==> src/rtl/drp_responder.sv <==
// drp_responder: DRP slave with a fixed response latency, a small RW register
// file and a sticky error flag for requests that arrive while busy.
module drp_responder #(
    parameter int unsigned pLATENCY  = 2,
    parameter int unsigned pNUM_REGS = 16
) (
    input  logic        clk_usb,
    input  logic        reset_n,
    input  logic [6:0]  daddr_in,
    input  logic        den_in,
    input  logic        dwe_in,
    input  logic [15:0] di_in,
    output logic [15:0] do_out,
    output logic        drdy_out,
    output logic        err_o
);
    localparam int unsigned AW = (pNUM_REGS > 1) ? $clog2(pNUM_REGS) : 1;
    localparam logic [7:0]  NREGS  = 8'(pNUM_REGS);
    localparam logic [3:0]  LOAD   = 4'(pLATENCY - 1);
    localparam bit          DIRECT = (pLATENCY == 1);
    localparam logic [6:0]  A_STAT = 7'h40;
    localparam logic [6:0]  A_ECNT = 7'h41;

    typedef enum logic [1:0] {IDLE, WAIT, RESP} state_t;

    state_t        state_q;
    logic [3:0]    cnt_q;
    logic [6:0]    addr_q;
    logic          we_q;
    logic [15:0]   wdata_q;
    logic [15:0]   regs_q [2**AW];
    logic [7:0]    err_cnt_q;

    logic          accept;
    logic          collide;
    logic          commit;
    logic [6:0]    c_addr;
    logic          c_we;
    logic [15:0]   c_wdata;
    logic          c_hit;
    logic          c_clr;
    logic [AW-1:0] c_idx;
    logic [15:0]   rdata_d;

    assign accept  = den_in && (state_q != WAIT);
    assign collide = den_in && (state_q == WAIT);

    // Single-cycle latency commits on the accepting edge, so bypass the latches.
    assign c_addr  = DIRECT ? daddr_in : addr_q;
    assign c_we    = DIRECT ? dwe_in   : we_q;
    assign c_wdata = DIRECT ? di_in    : wdata_q;
    assign commit  = DIRECT ? accept : (state_q == WAIT && cnt_q == 4'd1);

    assign c_hit = {1'b0, c_addr} < NREGS;
    assign c_idx = c_addr[AW-1:0];
    assign c_clr = commit && c_we && (c_addr == A_ECNT);

    always_comb begin
        rdata_d = '0;
        unique case (1'b1)
            c_hit:              rdata_d = c_we ? c_wdata : regs_q[c_idx];
            (c_addr == A_STAT): rdata_d = c_we ? 16'h0 : {15'b0, err_o};
            (c_addr == A_ECNT): rdata_d = c_we ? 16'h0 : {8'b0, err_cnt_q};
            default:            rdata_d = '0;
        endcase
    end

    always_ff @(posedge clk_usb or negedge reset_n) begin
        if (!reset_n) begin
            state_q   <= IDLE;
            cnt_q     <= '0;
            addr_q    <= '0;
            we_q      <= 1'b0;
            wdata_q   <= '0;
            drdy_out  <= 1'b0;
            do_out    <= '0;
            err_o     <= 1'b0;
            err_cnt_q <= '0;
            for (int i = 0; i < 2**AW; i++) begin
                regs_q[i] <= '0;
            end
        end else begin
            drdy_out <= commit;
            do_out   <= commit ? rdata_d : 16'h0;

            case (state_q)
                WAIT: begin
                    cnt_q <= cnt_q - 4'd1;
                    if (cnt_q == 4'd1) begin
                        state_q <= RESP;
                    end
                end
                default: begin
                    if (accept) begin
                        addr_q  <= daddr_in;
                        we_q    <= dwe_in;
                        wdata_q <= di_in;
                        cnt_q   <= LOAD;
                        state_q <= DIRECT ? RESP : WAIT;
                    end else begin
                        state_q <= IDLE;
                    end
                end
            endcase

            if (commit && c_we && c_hit) begin
                regs_q[c_idx] <= c_wdata;
            end

            // A collision on the same edge as a counter clear takes precedence.
            if (collide) begin
                err_o <= 1'b1;
                if (c_clr) begin
                    err_cnt_q <= 8'd1;
                end else if (err_cnt_q != 8'hFF) begin
                    err_cnt_q <= err_cnt_q + 8'd1;
                end
            end else if (c_clr) begin
                err_o     <= 1'b0;
                err_cnt_q <= '0;
            end
        end
    end
endmodule
==> config.mk <==
export PLATFORM = sky130hd
export DESIGN_NAME = drp_responder
export DESIGN_NICKNAME = d
export VERILOG_FILES = /design/src/rtl/drp_responder.sv
export SDC_FILE = /design/constraint.sdc
export NUM_CORES = 1
export LEC_CHECK = 0
export CORE_MARGIN = 2
export CORE_UTILIZATION = 23
export DETAILED_ROUTE_END_ITERATION = 8
export PLACE_DENSITY = 0.36
export SLEW_MARGIN = 20
export SYNTH_ARGS = -nofsm -noshare
export SYNTH_HDL_FRONTEND = slang
export SYNTH_SLANG_ARGS = --single-unit
==> constraint.sdc <==
create_clock -name clk_usb -period 2.2 [get_ports clk_usb]
set_input_delay 0.44 -clock clk_usb [delete_from_list [all_inputs] [get_ports clk_usb]]
set_output_delay 0.44 -clock clk_usb [all_outputs]
set_load 0.1 [all_outputs]
==> impl_results.md, run 1 <==
- Run status: completed
- Slew @ Worst Pin: 0.7526 ns
- RSZ-0062 raised after global routing: no
- Clock Skew: 0.01934 ns
- Syn_nets: 1007
- Pin count of the biggest net entering global routing: 53
- Clock sinks: 312
- Root Driver: clkbuf_16
- DRC: 0
- Area occupied by registers: 7814 um2
- Die width: 254.5 um
- # nets final: 1120
- Static leakage: 8.560 nW
- Most frequent cells in the layout: dfrtp_1 (309), mux2_2 (292), buf_4 (78)
- Area of the multi-input gates: 6186 um2
- Tcrit/Tclk final: 0.9545
- Die area: 64780 um2
- Via count: 8618
- CP max stage delay: 0.37 ns
- Setup CP Type: flip-flop to flip-flop
- Cells after Synth: 977
- Vias in the first global route: 9445
- Commonest non-fill, non-tap cell in the layout: dfrtp_1
- Setup TNS: 0 ns
- Pwr Density: 1164 nW/um2
- Worst hold margin: 0.4286 ns
- Clk Latency, worst-skew pair: 0.55 ns
- Critical-path cell list: inv_1 -> ha_1 -> and4bb_2 -> and3_1 -> buf_12 -> nand4b_4 -> buf_12 -> mux2_4
- Via-to-Cell Ratio: 4.415
- Std cell rows: 91
- Synth Flop Type: dfrtp_1
- Post-route ant nets: 0
- HP Class: input pin to async pin
- I/O Buffers: 44
- Mapped Avg Cell Area: 14.77 um2
- FF+latch count, synth: 312
- CP max-delay cell: dfrtp_1
- Number of iterations in the first detailed-routing pass: 4
- Avg WL per Cell: 21.65 um
- I/O pin count: 45
- Synth-to-layout area growth: 24.51%
- GRT overflow: 0
- Most used cell, CP: buf_12
- Fin crit period: 2.100 ns
- First-pass GRT wire length: 64430 um
- Post-synth ARST share: 1.000
- Max Cap Violations: 0
- Fin util: 0.2907
- Fmax achieved: 476.2 MHz
- Setup-failing EPs final: 0
- DIE HEIGHT: 254.5 um
- Max FO, Critical Path: 10
- Fill cells: 6255
- Final instance area: 17970 um2
- CTS buffer count: 39
- Crit path DAT: 2.53 ns
- Share of cells above drive strength 1: 0.4915
- Reg clk slew, reported paths: 0.05 ns
- CTS tree: yes
- Slew Viols, Final: 0
- Worst relative slew slack: 0.4983
- Req. time, crit path: 2.63 ns
- YS warnings: 0
- WP buf/inv: 3
- Antenna Cells: 0
- Hold Vio Cnt, Final: 0
- WL final: 42270 um
- H-tree levels: 2
- Synth cell types: 57
- Dpl cell area: 16610 um2
- Gr usage total: 0.1356
- Initial Util: 0.2335
- Clk buf depth: 3
- Hpwl dp: 28310 um
- EDFF count, synth: 0
- Initial antenna violation count: 1
- Synthesized area: 14440 um2
- Startpoint class of the critical path: flip-flop
- Peak supply drop: 0.4692 mV
- Type of element capturing the critical path: flip-flop
- Core Area: 61830 um2
- Sequential fraction of the synthesis area: 0.5409
- Largest delay share family, worst path: simple AND/OR/NAND/NOR gates
- DR iter-0 viols: 454
- Routability cong.: 0.6900
cell type report:
cell class,instances,share of cell area
clock inverters,7,0.005778
repair buffers,144,0.09036
inverters,7,0.001462
well taps,837,0.05827
multi-input cells,586,0.3442
flip-flops and latches,312,0.4347
clock buffers,59,0.06523
per-layer routing:
| layer | global-route usage | share of wire | vias to the layer above |
|---|---|---|---|
| li1 | - | - | 3873 |
| met1 | 0.1930 | 0.49 | 4552 |
| met2 | 0.2061 | 0.44 | 121 |
| met3 | 0.02113 | 0.029 | 72 |
| met4 | 0.05328 | 0.034 | 0 |
| met5 | 0 | 0 | - |
synthesized netlist by cell type (10+ instances only):
master | count | area share
nand2_1 | 18 | 0.0047
buf_2 | 17 | 0.0059
nor3_1 | 10 | 0.0035
buf_6 | 13 | 0.010
clkbuf_1 | 27 | 0.0070
o22ai_1 | 15 | 0.0065
nor2_1 | 23 | 0.0060
dfrtp_1 | 312 | 0.54
mux2_4 | 20 | 0.021
mux2i_1 | 33 | 0.023
nor2b_1 | 12 | 0.0052
buf_4 | 11 | 0.0057
a221oi_1 | 10 | 0.0061
mux2_2 | 292 | 0.23
mux4_2 | 33 | 0.051
what timing repair did:
item                       4_1_cts  5_1_grt
hold endpoints to repair        39        0
setup endpoints to repair        0      125
setup buffers                    0        4
resized for setup                0        6
hold buffers                     1        0
cells by family after synthesis:
kind of cell / after synthesis / share of synthesized area
fa+ha+maj: 3 / 0.002601
simple gates: 125 / 0.05877
mux: 378 / 0.3230
xor+xnor: 3 / 0.001821
compound gates: 77 / 0.04135
flops: 312 / 0.5409
buf+inv: 79 / 0.03164
power by group:
part	switching (mW)	internal, mW	total (mW)
clock network	2.51	3.90	6.40
registers	1.64	6.84	8.47
logic	3.06	2.99	6.04
total	7.20	13.7	20.9
state kept, by name, summed over array words and instances, names as in the netlist:
register and cells:
drdy_out 1, c_we 1, err_cnt_q 8, do_out 16, err_o 1, c_wdata 16
addr_q 7, state_q 2, cnt_q 4, regs_q 256
metrics by stage:
step	power, mW	std cells	setup slack (ns)
after global placement	14.73	1881	0.02822
after CTS	21.34	1948	0.006787
after detailed placement	14.75	1881	0.02340
after floorplan	12.03	977	0.2390
final	20.92	1952	0.1002
after global routing	22.18	1952	0.003713
final timing paths:
check / start / to / slack (ns) / cells past startpoint
hold / removal: reset_n / regs_q[4] / 0.43 / 2
setup / recovery: cnt_q[1] / regs_q[234] / 0.10 / 8
min in group clk_usb: regs_q[199] / regs_q[199] / 0.50 / 1
max in group asynchronous: reset_n / addr_q[2] / 1.06 / 3
hold reg to reg: regs_q[199] / regs_q[199] / 0.50 / 1
setup reg to reg: cnt_q[1] / regs_q[234] / 0.10 / 8
No activity file was read; power rests on OpenSTA's default activity.
==> run 2, diff against run 1 <==
--- a/config.mk
+++ b/config.mk
@@ -8,6 +8,7 @@
 export CORE_MARGIN = 2
 export CORE_UTILIZATION = 23
 export DETAILED_ROUTE_END_ITERATION = 8
+export HOLD_SLACK_MARGIN = 0.1
 export PLACE_DENSITY = 0.36
 export SLEW_MARGIN = 20
 export SYNTH_ARGS = -nofsm -noshare
==> results of run 2 <==
The final DEF is identical to that of run 1; final timing and power are the same.
==> run 3, diff against run 2 <==
--- a/config.mk
+++ b/config.mk
@@ -7,6 +7,7 @@
 export LEC_CHECK = 0
 export CORE_MARGIN = 2
 export CORE_UTILIZATION = 23
+export CTS_CLUSTER_DIAMETER = 100
 export DETAILED_ROUTE_END_ITERATION = 8
 export HOLD_SLACK_MARGIN = 0.1
 export PLACE_DENSITY = 0.36
==> results of run 3 <==
The final DEF is identical to that of run 1; final timing and power are the same.
